--- config.mk ---
export PLATFORM = sky130hd
export DESIGN_NAME = sp_beat_serializer_flat
export DESIGN_NICKNAME = d
export VERILOG_FILES = /design/src/rtl/sp_pkg.sv /design/src/rtl/sp_beat_serializer_if.sv /design/src/rtl/sp_fifo.sv /design/src/rtl/sp_beat_serializer.sv /design/src/flat_wrapper.sv
export SDC_FILE = /design/constraint.sdc
export NUM_CORES = 1
export LEC_CHECK = 0
export ABC_AREA = 1
export BUFFER_PORTS_ARGS = -buffer_cell sky130_fd_sc_hd__clkbuf_2
export CAP_MARGIN = 20
export CELL_PAD_IN_SITES_DETAIL_PLACEMENT = 1
export CELL_PAD_IN_SITES_GLOBAL_PLACEMENT = 1
export CORE_MARGIN = 2
export CORE_UTILIZATION = 25
export DETAILED_ROUTE_END_ITERATION = 16
export PLACE_DENSITY = 0.48
export RECOVER_POWER = 25
export SETUP_SLACK_MARGIN = 0.02
export SLEW_MARGIN = 20
export SYNTH_ARGS = -nofsm -noshare
export SYNTH_HDL_FRONTEND = slang
export SYNTH_HIERARCHICAL = 1
export SYNTH_SLANG_ARGS = --single-unit
--- constraint.sdc ---
create_clock -name clk -period 7.1 [get_ports clk]
set_input_delay 0 -clock clk [delete_from_list [all_inputs] [get_ports clk]]
set_output_delay 0 -clock clk [all_outputs]
set_load 0.05 [all_outputs]
--- src/rtl/sp_pkg.sv ---
// Shared definitions for the spike beat serializer.
//   SP_COUNT_COPY / SP_W_DEF : default spike vector width (count copy + 11 tag bits)
//   nbeat()                  : number of BEAT_W beats needed to carry one vector
//   sp_state_e               : output FSM states
package sp_pkg;

    localparam int SP_COUNT_COPY = 32;
    localparam int SP_W_DEF      = SP_COUNT_COPY + 11;

    typedef enum logic {
        IDLE = 1'b0,
        SEND = 1'b1
    } sp_state_e;

    // Ceiling division: beats per vector.
    function automatic int nbeat(input int sp_w, input int beat_w);
        return (sp_w + beat_w - 1) / beat_w;
    endfunction

endpackage

--- src/rtl/sp_beat_serializer_if.sv ---
// Handshake bundle of the spike beat serializer.
//   i_sp_valid / i_sp_ready / i_sp                        : vector input from the encoder
//   o_beat_valid / o_beat_ready / o_beat_data / o_beat_last : narrow beat output to the link
// slave  : serializer view (consumes vectors, produces beats)
// master : environment view (produces vectors, consumes beats)
interface sp_beat_serializer_if #(
    parameter int SP_W   = sp_pkg::SP_W_DEF,
    parameter int BEAT_W = 8
);
    logic              i_sp_valid;
    logic              i_sp_ready;
    logic [SP_W-1:0]   i_sp;
    logic              o_beat_valid;
    logic              o_beat_ready;
    logic [BEAT_W-1:0] o_beat_data;
    logic              o_beat_last;

    modport slave (
        input  i_sp_valid, i_sp, o_beat_ready,
        output i_sp_ready, o_beat_valid, o_beat_data, o_beat_last
    );

    modport master (
        output i_sp_valid, i_sp, o_beat_ready,
        input  i_sp_ready, o_beat_valid, o_beat_data, o_beat_last
    );
endinterface

--- src/rtl/sp_fifo.sv ---
// Synchronous FIFO with registered read/write pointers.
//   clk, rst_n : clock, asynchronous active-low reset (pointers only)
//   i_push, i_data : write request and data (ignored when full)
//   i_pop          : read request (ignored when empty)
//   o_head         : entry at the read pointer
//   o_full, o_empty, o_level : occupancy, all decoded from the registered pointers
module sp_fifo #(
    parameter int W     = 8,
    parameter int DEPTH = 4
) (
    input  logic                   clk,
    input  logic                   rst_n,
    input  logic                   i_push,
    input  logic [W-1:0]           i_data,
    input  logic                   i_pop,
    output logic [W-1:0]           o_head,
    output logic                   o_full,
    output logic                   o_empty,
    output logic [$clog2(DEPTH):0] o_level
);
    localparam int AW = $clog2(DEPTH);

    // Pointers carry one extra wrap bit to tell full from empty.
    logic [AW:0]  r_wr_ptr;
    logic [AW:0]  r_rd_ptr;
    logic [W-1:0] r_mem [DEPTH];
    logic         w_do_push;
    logic         w_do_pop;

    assign o_empty   = (r_wr_ptr == r_rd_ptr);
    assign o_full    = (r_wr_ptr[AW] != r_rd_ptr[AW]) &&
                       (r_wr_ptr[AW-1:0] == r_rd_ptr[AW-1:0]);
    assign o_level   = r_wr_ptr - r_rd_ptr;
    assign o_head    = r_mem[r_rd_ptr[AW-1:0]];
    assign w_do_push = i_push && !o_full;
    assign w_do_pop  = i_pop && !o_empty;

    always_ff @(posedge clk or negedge rst_n) begin
        if (!rst_n) begin
            r_wr_ptr <= '0;
            r_rd_ptr <= '0;
        end else begin
            if (w_do_push) r_wr_ptr <= r_wr_ptr + 1'b1;
            if (w_do_pop)  r_rd_ptr <= r_rd_ptr + 1'b1;
        end
    end

    // Storage needs no reset: an entry is only read after it was written.
    always_ff @(posedge clk) begin
        if (w_do_push) r_mem[r_wr_ptr[AW-1:0]] <= i_data;
    end

endmodule

--- src/rtl/sp_beat_serializer.sv ---
// Spike beat serializer: buffers wide spike vectors and emits them as
// BEAT_W-wide beats, LSB first, optionally dropping (and counting) zero vectors.
//   clk, rst_n  : clock, asynchronous active-low reset
//   bus (slave) : vector input handshake and beat output handshake
//   fifo_level  : occupied FIFO entries
//   zero_cnt    : suppressed zero vectors, saturating at 16'hFFFF
module sp_beat_serializer
    import sp_pkg::*;
#(
    parameter int SP_W      = SP_W_DEF,
    parameter int BEAT_W    = 8,
    parameter int DEPTH     = 4,
    parameter int ZERO_SKIP = 1
) (
    input  logic                   clk,
    input  logic                   rst_n,
    sp_beat_serializer_if.slave    bus,
    output logic [$clog2(DEPTH):0] fifo_level,
    output logic [15:0]            zero_cnt
);
    localparam int NBEAT = nbeat(SP_W, BEAT_W);
    localparam int SHW   = NBEAT * BEAT_W;
    localparam int CW    = (NBEAT > 1) ? $clog2(NBEAT) : 1;
    localparam bit SKIP  = (ZERO_SKIP != 0);

    sp_state_e       r_state;
    sp_state_e       w_state_nxt;
    logic [SHW-1:0]  r_shift;
    logic [CW-1:0]   r_cnt;
    logic [15:0]     r_zero_cnt;

    logic            w_full;
    logic            w_empty;
    logic [SP_W-1:0] w_head;
    logic            w_accept;
    logic            w_is_zero;
    logic            w_push;
    logic            w_zero_hit;
    logic            w_pop;
    logic            w_load;
    logic            w_shift;
    logic            w_last;

    function automatic logic [15:0] sat_inc16(input logic [15:0] v);
        return (v == 16'hFFFF) ? v : v + 16'd1;
    endfunction

    // Ready never looks at a same-cycle pop: a full FIFO stays closed for that cycle.
    assign bus.i_sp_ready = !w_full;
    assign w_accept       = bus.i_sp_valid && !w_full;
    assign w_is_zero      = (bus.i_sp == '0);
    assign w_zero_hit     = w_accept && SKIP && w_is_zero;
    assign w_push         = w_accept && !(SKIP && w_is_zero);

    sp_fifo #(
        .W     (SP_W),
        .DEPTH (DEPTH)
    ) u_fifo (
        .clk     (clk),
        .rst_n   (rst_n),
        .i_push  (w_push),
        .i_data  (bus.i_sp),
        .i_pop   (w_pop),
        .o_head  (w_head),
        .o_full  (w_full),
        .o_empty (w_empty),
        .o_level (fifo_level)
    );

    assign w_last           = (r_cnt == CW'(NBEAT - 1));
    assign bus.o_beat_valid = (r_state == SEND);
    assign bus.o_beat_last  = (r_state == SEND) && w_last;
    assign bus.o_beat_data  = r_shift[BEAT_W-1:0];
    assign zero_cnt         = r_zero_cnt;

    always_ff @(posedge clk or negedge rst_n) begin
        if (!rst_n) r_state <= IDLE;
        else        r_state <= w_state_nxt;
    end

    always_comb begin
        w_state_nxt = r_state;
        w_pop       = 1'b0;
        w_load      = 1'b0;
        w_shift     = 1'b0;
        case (r_state)
            IDLE: begin
                if (!w_empty) begin
                    w_pop       = 1'b1;
                    w_load      = 1'b1;
                    w_state_nxt = SEND;
                end
            end
            SEND: begin
                if (bus.o_beat_ready) begin
                    if (!w_last) begin
                        w_shift = 1'b1;
                    end else if (!w_empty) begin
                        // Chain straight into the next vector without an idle cycle.
                        w_pop  = 1'b1;
                        w_load = 1'b1;
                    end else begin
                        w_state_nxt = IDLE;
                    end
                end
            end
            default: w_state_nxt = IDLE;
        endcase
    end

    // Shift register is zero-extended on load so the padding bits of the last beat are 0.
    always_ff @(posedge clk or negedge rst_n) begin
        if (!rst_n) begin
            r_shift <= '0;
            r_cnt   <= '0;
        end else if (w_load) begin
            r_shift <= SHW'(w_head);
            r_cnt   <= '0;
        end else if (w_shift) begin
            r_shift <= r_shift >> BEAT_W;
            r_cnt   <= r_cnt + 1'b1;
        end
    end

    always_ff @(posedge clk or negedge rst_n) begin
        if (!rst_n)          r_zero_cnt <= '0;
        else if (w_zero_hit) r_zero_cnt <= sat_inc16(r_zero_cnt);
    end

endmodule

--- src/flat_wrapper.sv ---
// flat-port wrapper written by rule: the top's interface ports become plain ports
module sp_beat_serializer_flat import sp_pkg::*;
#(
    parameter int SP_W      = SP_W_DEF,
    parameter int BEAT_W    = 8,
    parameter int DEPTH     = 4,
    parameter int ZERO_SKIP = 1
)
  (clk, rst_n, fifo_level, zero_cnt, bus_i_sp_valid, bus_i_sp, bus_o_beat_ready, bus_i_sp_ready, bus_o_beat_valid, bus_o_beat_data, bus_o_beat_last);
  sp_beat_serializer_if #(.SP_W(SP_W), .BEAT_W(BEAT_W)) bus_i ();
  input  logic clk;
  input  logic rst_n;
  output logic [$clog2(DEPTH):0] fifo_level;
  output logic [15:0] zero_cnt;
  input wire logic [$bits(bus_i.i_sp_valid)-1:0] bus_i_sp_valid;
  input wire logic [$bits(bus_i.i_sp)-1:0] bus_i_sp;
  input wire logic [$bits(bus_i.o_beat_ready)-1:0] bus_o_beat_ready;
  output wire logic [$bits(bus_i.i_sp_ready)-1:0] bus_i_sp_ready;
  output wire logic [$bits(bus_i.o_beat_valid)-1:0] bus_o_beat_valid;
  output wire logic [$bits(bus_i.o_beat_data)-1:0] bus_o_beat_data;
  output wire logic [$bits(bus_i.o_beat_last)-1:0] bus_o_beat_last;
  assign bus_i.i_sp_valid = bus_i_sp_valid;
  assign bus_i.i_sp = bus_i_sp;
  assign bus_i.o_beat_ready = bus_o_beat_ready;
  assign bus_i_sp_ready = bus_i.i_sp_ready;
  assign bus_o_beat_valid = bus_i.o_beat_valid;
  assign bus_o_beat_data = bus_i.o_beat_data;
  assign bus_o_beat_last = bus_i.o_beat_last;
  sp_beat_serializer #(.SP_W(SP_W), .BEAT_W(BEAT_W), .DEPTH(DEPTH), .ZERO_SKIP(ZERO_SKIP)) u_core (.clk(clk), .rst_n(rst_n), .bus(bus_i), .fifo_level(fifo_level), .zero_cnt(zero_cnt));
endmodule
-- Word-level counts from Yosys, hierarchy flattened
Memories as Yosys holds them, arrays and structs flattened.
Index checks and enable logic that the tools add are counted.
- flip-flop bits (word level): 74
- memory bits (writable): 172
- input port bits: 47
- output and inout port bits: 30
- logic and storage cells: 48
- memories: 1
- add/sub/neg operators: 5
- equal/unequal tests: 5
- mux-type cells: 16
- bitwise logic cells: 2
- reductions and logical operators: 13
- memory list (memory ; depth ; bits a word ; read ports ; clocked after Yosys merged registers in ; wr ports ; RTL line ; RTL):
    u_core.u_fifo.r_mem ; 4 ; 43 ; 1 ; 0 ; 1 ; sp_fifo.sv:26 ; logic [W-1:0] r_mem [DEPTH];
- operators with widths (cell ; count):
    48-bit two-way mux ; 2
    43-bit logical NOT ; 1
    16-bit by 1-bit adder with 16-bit output (second input constant) ; 1
    16-bit == test (second input constant) ; 1
    1-bit two-way mux ; 10
    3-bit by 1-bit adder with 3-bit output (second input constant) ; 3
    1-bit logical AND ; 7
    3-bit two-way mux ; 2
    1-bit case mux with 2 select lines ; 2
    3-bit == test ; 1
    3-bit == test (second input constant) ; 1
    1-bit logical NOT ; 3
    3-bit subtractor ; 1
    2-bit == test ; 1
    1-bit inverter ; 2
    2-bit AND reduction ; 1
    2-bit nonzero test ; 1
    1-bit != test ; 1

-- Depth between registers and ports, before layout
Gate-level depths: netlist of the first run.
- depth after elaboration: 8
- gate-level depth with buffers: 14
- mapped depth without buffers: 12

-- Modules after synthesis
Netlist of the first run, hierarchy kept.
- by module, submodules not included (module ; times used ; cells each ; area an instance (sq um) ; seq. area each (sq um)):
    sp_fifo ; 1 ; 478 ; 7143.1 ; 5315.1
    sp_beat_serializer ; 1 ; 418 ; 3334.4 ; 1576.5

-- Worst setup path after synthesis of the first run
No wires, ideal clock.
- path type: flip-flop to flip-flop
- from: register u_core.u_fifo.r_rd_ptr[1]
- to: memory u_core/u_fifo/r_mem[0][0] (netlist name), enable pin
- setup time: 0.444 ns
- arrival: 3.776 ns
- data required time: 6.656 ns
- setup slack: 2.881 ns
- cell stages (with the launch flop): 12
- buffers on the path: 1
- period minus slack after synthesis: 4.219 ns
- path through: dfrtp_1 inv_2 buf_2 ha_1 nand2_1 inv_1 nand3_2 inv_1 nor2_1 a21boi_0 nand2_2 nor2_1
- cells in the longest elaborated chain, start to end: 8
- ends and longest elaborated chain (item ; RTL line ; RTL):
    from (decl) ; sp_fifo.sv:25 ; logic [AW:0] r_rd_ptr;
    from (signal assigned) ; sp_fifo.sv:44 ; if (w_do_pop) r_rd_ptr <= r_rd_ptr + 1'b1;
    2-bit == test ; sp_fifo.sv:32 ; (r_wr_ptr[AW-1:0] == r_rd_ptr[AW-1:0]);
    1-bit logical AND ; sp_fifo.sv:31 ; assign o_full = (r_wr_ptr[AW] != r_rd_ptr[AW]) &&
    named net u_core.w_full ; sp_beat_serializer.sv:32 ; logic w_full;
    1-bit logical NOT ; sp_beat_serializer.sv:50 ; assign w_accept = bus.i_sp_valid && !w_full;
    1-bit logical AND ; sp_beat_serializer.sv:50 ;
    1-bit logical AND ; sp_beat_serializer.sv:53 ; assign w_push = w_accept && !(SKIP && w_is_zero);
    named net u_core.w_push ; sp_beat_serializer.sv:37 ; logic w_push;
    1-bit logical AND ; sp_fifo.sv:35 ; assign w_do_push = i_push && !o_full;
    1-bit two-way mux ; sp_fifo.sv:50 ; if (w_do_push) r_mem[r_wr_ptr[AW-1:0]] <= i_data;
    1-bit two-way mux (implied by the code) ; sp_fifo.sv:50 ;
    to (decl) ; sp_fifo.sv:26 ;
The timed path passes the listed nets, and every way through them passes these cells.

-- Worst setup path in the final report of the first run
- from: register u_core.u_fifo.r_rd_ptr[1]
- to: memory u_core/u_fifo/r_mem[1][17] (netlist name), enable pin
Same word-level chain as after synthesis.

==> reports/summary.log, run 1 <==
qor: outcome.status finished, final reports clean
qor: detailed_routing.routed-wl-met3 1160 um
qor: pwr.swShare 36.8%
qor: yosys.synth_area_in_compound_gates 13.4%
qor: clocking.insertion_delay 0.55 ns
qor: die.ioPinCount 77
qor: die.placementRows 75
qor: yosys.synth_cells 896
qor: pwr.internal_power 3.12 mW
qor: clocking.root_buffer sky130_fd_sc_hd__clkbuf_16
qor: yosys.synthesis.yosys.warnings 6
qor: pwr.power.leakage 4.68 nW
qor: clocking.clock_tree_from_tritoncts done
qor: global_routing.vias_in_the_first_global_route 7587
qor: detailed_routing.wl_per_cell 18.2 um
qor: worst_setup_path.ff2ff_setup_slack 2.50 ns
qor: worst_setup_path.crit_path_start_kind flop
qor: timing.final_count_of_hold_timing_violations 0
qor: detailed_routing.number_of_nets_still_failing_antenna_checks_after_routing 0
qor: place.i_o_buffers 76
qor: yosys.seq_area_frac_synth 65.8%
qor: pwr.total_switching_power 1.82 mW
qor: clocking.number_of_clock_buffers_inserted_by_tritoncts 29
qor: timing.finClkSkew 0.00923 ns
qor: global_routing.antenna_found_initial 0
qor: worst_setup_path.slowest_cp_cell sky130_fd_sc_hd__inv_2
qor: place.gp_congestion 0.707
qor: yosys.synthesis.nets 954
qor: layout.fraction_of_final_layout_cells_sized_beyond_drive_strength_1 17.7%
qor: yosys.synth_simple_gate_area_share 12.3%
qor: run.timing.max_cap.violations 0
qor: timing.fin_crit_sh 64.8%
qor: yosys.syn_area_per_cell 11.7 sq um
qor: timing.maxSlewHeadroom 37.1%
qor: worst_setup_path.cp_data_required_time 7.30 ns
qor: yosys.synthDistinctLibCells 34
qor: worst_setup_path.crit_path_cell_trace buf_4 > inv_2 > ha_1 > nand2_1 > inv_1 > nand3_2 > inv_1 > nor2_1 > a21boi_0 > nand2_2 > nor2_4 > buf_4
qor: worst_setup_path.critical_path.startpoint u_core/u_fifo/r_rd_ptr[1]$_DFFE_PN0P_
qor: clocking.post_cts_buffers 0
qor: worst_setup_path.crit-reg2reg-capture u_core/u_fifo/r_mem[1][17]$_DFFE_PP_
qor: pwr.p_comb_share 31.4%
qor: detailed_routing.detail_route.wirelength.met1 13000 um
qor: die.start_util 25.1%
qor: clocking.clock_transition_at_the_registers_of_the_reported_paths 0.06 ns
qor: worst_setup_path.crit_fanout 46
qor: yosys.yosys.area.top_type sky130_fd_sc_hd__edfxtp_1
qor: pwr.pwr_density_cell 391 nW/um^2
qor: yosys.ys_top_cells_by_area sky130_fd_sc_hd__edfxtp_1 49%, sky130_fd_sc_hd__dfrtp_1 16%, sky130_fd_sc_hd__o21ai_0 7.9%
qor: worst_setup_path.crit_arrival 4.80 ns
qor: pwr.peakVddDrop 0.225 mV
qor: timing.slew_worst_pin 0.942 ns
qor: layout.finish.net_count 1066
qor: clocking.clkSinkCount 241
qor: timing.finalSetupViolations 0
qor: pwr.register_share_of_total_power 40.0%
qor: worst_hold_path.min-delay-path-class in -> async
qor: yosys.post-synth-top-area-fraction 49.3%
qor: die.floorplan.die.width 209 um
qor: global_routing.grtUsageTotal 13.3%
qor: worst_setup_path.timing.critical_path.slowest_cell_delay 0.76 ns
qor: die.coreArea 41700 sq um
qor: pwr.power 4.94 mW
qor: clocking.cts_buffer_depth 3
qor: yosys.ys_seq_elements 241
qor: yosys.synthAdderAreaFrac 1.39%
qor: worst_setup_path.reg2regPathDepth 12
qor: die.dieArea 43600 sq um
qor: timing.final_period_minus_worst_setup_slack 4.60 ns
qor: global_routing.global_route.overflow_total 0
qor: detailed_routing.vias 6875
qor: worst_setup_path.timing.critical_path.to_type flop
qor: detailed_routing.wl_met2 14000 um
qor: worst_setup_path.worst_r2r_startpoint u_core/u_fifo/r_rd_ptr[1]$_DFFE_PN0P_
qor: yosys.post-synth-top-count-cell sky130_fd_sc_hd__edfxtp_1
qor: yosys.mapped_cell_area 10500 sq um
qor: pwr.p_clk_share 28.6%
qor: layout.fin_util 30.3%
qor: detailed_routing.uppermost_metal_layer_occupied_by_signal_nets met4
qor: detailed_routing.dr.first_iter.drc_count 321
qor: detailed_routing.drc_errors 0
qor: yosys.synth-edff-count 172
qor: timing.achievable-frequency 217 MHz
qor: place.dp_hpwl 17400 um
qor: global_routing.grt_pass1_wl 45300 um
qor: timing.fin_worst_hold_slack 0.166 ns
qor: timing.setup-tns-final 0 ns
qor: layout.synthToLayoutAreaGrowth 20.5%
qor: clocking.cts.htree.levels 1
qor: detailed_routing.drtPass1Iterations 4
qor: timing.rsz0062_at_grt false
qor: yosys.post_synth_most_frequent_cells 172 x sky130_fd_sc_hd__edfxtp_1, 165 x sky130_fd_sc_hd__o21ai_0, 110 x sky130_fd_sc_hd__nand2_1
qor: layout.antenna_cells 0
qor: die.die_y 209 um
qor: yosys.synth_xor_xnor_area_share 1.50%
qor: global_routing.grt_max_degree 89
qor: yosys.synth_top_family_by_area compound AO/OA/AOI/OAI gates
qor: worst_setup_path.worstSetupPathType reg -> reg
qor: yosys.ys_async_sr_fraction 28.6%
qor: detailed_routing.avg_vias_per_cell 4.38
qor: timing.report.final.slew_viol_count 0
qor: detailed_routing.wl 28500 um
qor: yosys.post_synth_mux_area_share 0%
qor: yosys.yosys_most_used_dff sky130_fd_sc_hd__edfxtp_1
## routing by layer
metal	vias to the layer above	global-route usage, %
met3	25	2.10
met1	3404	17.7
met5	-	0
met2	111	23.0
met4	0	2.76
li1	3335	-
## state kept, by name, summed over array words and instances (netlist names)
register and flops:
u_core/u_fifo/r_mem 172, u_core/r_shift 43, u_core/zero_cnt 16, u_core/r_cnt 3, u_core/u_fifo/r_rd_ptr 3, u_core/u_fifo/r_wr_ptr 3
u_core/bus.o_beat_valid 1
## layout by cell type (no fill, tap or decap), drive strengths merged
master	Yosys	layout
edfxtp	172	172
o21ai	170	170
nor2	134	134
clkbuf	13	121
nand2	117	117
dfrtp	69	69
inv	63	64
dlygate4sd3	0	47
o22ai	44	44
nand3	26	26
buf	39	11
xor2	11	11
ha	10	10
o211ai	8	8
xnor2	7	7
clkinv	0	6
nand4	6	6
o221ai	2	2
nor3	2	2
clkinvlp	0	1
and2	1	1
a21boi	1	1
fa	1	1
## kinds of logic after synthesis
logic type / Yosys count
xor gates and xnor gates: 18
AOI/OAI and AO/OA: 225
adders and majority gates: 11
buffers and inverters: 115
and+or+nand+nor: 286
DFF: 241
## how the worst max path moves through the flow
stage	end	slack [ns]	cells past startpoint
4_1_cts	u_core/u_fifo/r_mem[0][15]$_DFFE_PP_	2.31	12
3_3_place_gp	u_core/u_fifo/r_mem[1][13]$_DFFE_PP_	2.44	12
3_5_place_dp	u_core/u_fifo/r_mem[0][18]$_DFFE_PP_	2.32	12
6_report	u_core/u_fifo/r_mem[1][17]$_DFFE_PP_	2.50	12
2_1_floorplan	u_core/u_fifo/r_mem[0][0]$_DFFE_PP_	2.88	11
5_1_grt	u_core/u_fifo/r_mem[0][17]$_DFFE_PP_	2.03	12
## repair_timing
action	in CTS	in global routing
endpoints found under the setup margin	0	0
hold endpoints to repair	259	0
gates resized for setup	0	0
hold buffers	47	0
## critical path: cells and delay by family (launching register included)
kind            cells  cell delay (ns)
buf+inv             5             1.67
simple gates        5             1.36
compound gates      1             0.47
fa+ha+maj           1             0.38
flops               1             0.36
## stage by stage
stage / cell area (sq um) / cells / worst slack (ns)
after global routing: 12600 / 1570 / 2.03
after floorplan: 10500 / 896 / 2.88
final: 12600 / 1570 / 2.50
after detailed placement: 11300 / 1469 / 2.32
after global placement: 11300 / 1469 / 2.44
after CTS: 12700 / 1570 / 2.31
## cell type report
class,instances,area [sq um]
multi-input combinational,540,3020
inverter,63,241
tap,539,674
fill,4619,29000
timing repair buffer,133,886
clock inverter,8,45.0
sequential,241,6890
clock buffer,46,870
## power by group through the flow
stage	registers [mW]	clock network (mW)	logic, mW
detailed placement	2.01	0	1.59
global route	2.01	1.52	1.76
floorplan	1.99	0	1.16
finish	1.98	1.41	1.55
global placement	1.99	0	1.57
CTS	1.98	1.47	1.62
No activity file was read; power rests on OpenSTA's default activity.
==> inputs of run 2 (changes only) <==
clock period = 4.7 ns   (was 7.1 ns; I/O delays follow)
==> run 2 against run 1 <==
Non-clock buffer count up 5. First-iteration DRC count down 14%. Register-to-register slack worse by 1.4 ns. Clock power up 48%. Highest routed layer unchanged.
==> reports/summary.log, run 2 (same netlist as run 1, synthesis figures left out) <==
qor: die.dieArea 43600 sq um [unchanged]
qor: detailed_routing.avg_vias_per_cell 4.43 [+1.2%]
qor: timing.finalSetupViolations 0 [unchanged]
qor: worst_setup_path.crit-reg2reg-capture u_core/u_fifo/r_mem[0][16]$_DFFE_PP_
qor: clocking.clock_transition_at_the_registers_of_the_reported_paths 0.06 ns [about the same]
qor: pwr.pwr_density_cell 590 nW/um^2 [+51%]
qor: timing.achievable-frequency 281 MHz [+29%]
qor: die.die_y 209 um [unchanged]
qor: layout.finish.net_count 1070 [+0.38%]
qor: layout.register_area 6890 sq um [unchanged]
qor: layout.largest_register_ff_count 172 [unchanged]
qor: detailed_routing.drtPass1Iterations 4 [unchanged]
qor: global_routing.grt_pass1_wl 45400 um [+0.17%]
qor: global_routing.antenna_found_initial 0 [unchanged]
qor: worst_setup_path.endpoint u_core/u_fifo/r_mem[0][16]$_DFFE_PP_
qor: layout.multi_input_logic_area 3020 sq um [unchanged]
qor: layout.final-instance-count-excl-fill 1573 [+0.19%]
qor: layout.antenna_cells 0 [unchanged]
qor: clocking.post_cts_resized 0 [unchanged]
qor: die.placementRows 75 [unchanged]
qor: timing.finClkSkew 0.0241 ns [+0.0148 ns]
qor: layout.synthToLayoutAreaGrowth 20.5% [about the same]
qor: global_routing.global_route.overflow_total 0 [unchanged]
qor: worst_setup_path.timing.critical_path.slowest_cell_delay 0.70 ns [-0.06 ns]
qor: pwr.power.leakage 4.67 nW [-0.16%]
qor: die.start_util 25.1% [unchanged]
qor: worst_setup_path.worstSetupPathType reg -> reg
qor: clocking.root_buffer sky130_fd_sc_hd__clkbuf_16
qor: worst_setup_path.slowest_cp_cell sky130_fd_sc_hd__nor2_4
qor: place.post-place-ws 1.12 ns [-1.20 ns]
qor: clocking.insertion_delay 0.57 ns [+0.02 ns]
qor: detailed_routing.number_of_nets_still_failing_antenna_checks_after_routing 0 [unchanged]
qor: timing.fin_ws 1.14 ns [-1.36 ns]
qor: run.timing.max_cap.violations 0 [unchanged]
qor: die.floorplan.die.width 209 um [unchanged]
qor: layout.num-fill-cells 4653 [+0.74%]
qor: layout.layout.cells.most_common sky130_fd_sc_hd__edfxtp_1
qor: timing.slew_worst_pin 0.901 ns [-0.0413 ns]
qor: clocking.clkSinkCount 241 [unchanged]
qor: worst_setup_path.crit_arrival 3.80 ns [-1.00 ns]
qor: clocking.number_of_clock_buffers_inserted_by_tritoncts 28 [-3.4%]
qor: worst_setup_path.critical_path.startpoint u_core/u_fifo/r_wr_ptr[0]$_DFFE_PN0P_
qor: worst_setup_path.timing.critical_path.to_type flop
qor: die.coreArea 41700 sq um [unchanged]
qor: global_routing.grtUsageTotal 13.4% [+0.088 points]
qor: clocking.clock_tree_from_tritoncts done
qor: worst_setup_path.crit_fanout 20 [-57%]
qor: timing.maxSlewHeadroom 39.9% [+2.8 points]
qor: detailed_routing.vias 6970 [+1.4%]
qor: pwr.peakVddDrop 0.278 mV [+24%]
qor: layout.mostFrequentLayoutCells 172 x sky130_fd_sc_hd__edfxtp_1, 165 x sky130_fd_sc_hd__o21ai_0, 110 x sky130_fd_sc_hd__nand2_1
qor: worst_setup_path.crit_path_start_kind flop
qor: worst_setup_path.cp_data_required_time 4.94 ns [-2.36 ns]
qor: timing.setup-tns-final 0 ns [unchanged]
qor: clocking.cts.htree.levels 1 [unchanged]
qor: layout.fraction_of_final_layout_cells_sized_beyond_drive_strength_1 17.6% [-0.15 points]
qor: outcome.status finished, final reports clean
qor: detailed_routing.drc_errors 0 [unchanged]
qor: worst_setup_path.crit_path_cell_trace inv_1 > ha_1 > nand2_1 > inv_1 > nand3_2 > inv_1 > nor2_1 > a21boi_0 > nand2_2 > nor2_4 > buf_4
qor: timing.fin_crit_sh 75.7% [+11 points]
qor: global_routing.grt_max_degree 88 [-1.1%]
qor: place.i_o_buffers 76 [unchanged]
qor: worst_setup_path.reg2regPathDepth 11 [-1]
qor: global_routing.vias_in_the_first_global_route 7508 [-1.0%]
qor: worst_setup_path.worst_r2r_startpoint u_core/u_fifo/r_wr_ptr[0]$_DFFE_PN0P_
qor: timing.final_count_of_hold_timing_violations 0 [unchanged]
qor: layout.final_area 12600 sq um [about the same]
qor: clocking.cts_buffer_depth 3 [unchanged]
qor: worst_setup_path.most_prevalent_standard_cell_on_the_critical_path sky130_fd_sc_hd__inv_1
qor: timing.report.final.slew_viol_count 0 [unchanged]
qor: worst_setup_path.ff2ff_setup_slack 1.14 ns [-1.36 ns]
qor: detailed_routing.wl 28800 um [+1.2%]
qor: timing.rsz0062_at_grt false
qor: pwr.power 7.45 mW [+51%]
qor: worst_hold_path.min-delay-path-class in -> async
qor: detailed_routing.wl_per_cell 18.3 um [+0.96%]
qor: place.dp.cells 1474 [+0.34%]
qor: place.dpl-instance-area 11300 sq um [+0.33%]
qor: place.dp_hpwl 18100 um [+4.2%]
qor: die.ioPinCount 77 [unchanged]
qor: detailed_routing.dr.first_iter.drc_count 275 [-14%]
qor: timing.final_period_minus_worst_setup_slack 3.56 ns [-1.04 ns]
qor: place.gp_congestion 0.700 [-1.0%]
[run 2: cell count changes in the layout (fill, tap and decap cells not counted), sizes merged]
cell,delta
buf,+5
bufinv,+1
inv,-1
clkinv,+2
clkbuf,-5
clkinvlp,+1
[run 2: per-stage QoR]
step / util [%] / hold WS (ns)
2_1_floorplan: - / -0.296
3_3_place_gp: 27.2 / -0.141
3_5_place_dp: 27.2 / -0.140
4_1_cts: 30.4 / 0.186
5_1_grt: 30.3 / 0.253
6_report: 30.3 / 0.178
[run 2: how the worst min path moves through the flow]
| stage | to | cells past startpoint |
|---|---|---|
| after detailed placement | u_core/zero_cnt[3]$_DFFE_PN0P_ | 1 |
| after global placement | u_core/zero_cnt[3]$_DFFE_PN0P_ | 1 |
| after CTS | u_core/u_fifo/r_mem[1][40]$_DFFE_PP_ | 2 |
| after floorplan | u_core/bus.o_beat_valid$_DFF_PN0_ | 0 |
| after global routing | u_core/zero_cnt[6]$_DFFE_PN0P_ | 3 |
| final | u_core/zero_cnt[6]$_DFFE_PN0P_ | 3 |
[run 2: cell type report]
class	instances	share of cell area, %
Sequential cell	241	54.6
Clock inverter	11	0.842
Timing Repair Buffer	138	7.31
Inverter	63	1.91
Tap cell	539	5.34
Multi-Input combinational cell	540	23.9
Clock buffer	41	6.09
[run 2: timing repair]
action,CTS,global route
buffers inserted,0,0
endpoints found under the hold margin,246,0
hold buffers,47,0
[run 2: where the power goes]
group	switching, mW	internal, mW	leakage (nW)	total, mW
clock network	0.889	1.19	0.419	2.08
registers	0.144	2.83	2.48	2.97
logic	1.74	0.647	1.77	2.39
total	2.78	4.67	4.67	7.45
[run 2: routing by layer]
metal,wire length [um],part of all wire [%],global-route usage (%)
met5,0,0,0
met4,451,1.6,2.76
met2,13900,48,22.9
met3,931,3.2,2.30
met1,13600,47,17.9
[run 2: worst max-delay path, delay by kind of cell, from the launching register on]
| family | cells | cell delay (ns) |
|---|---|---|
| fa+ha+maj | 1 | 0.32 |
| buf+inv | 4 | 0.62 |
| compound gates | 1 | 0.48 |
| simple gates | 5 | 1.42 |
| flops | 1 | 0.40 |
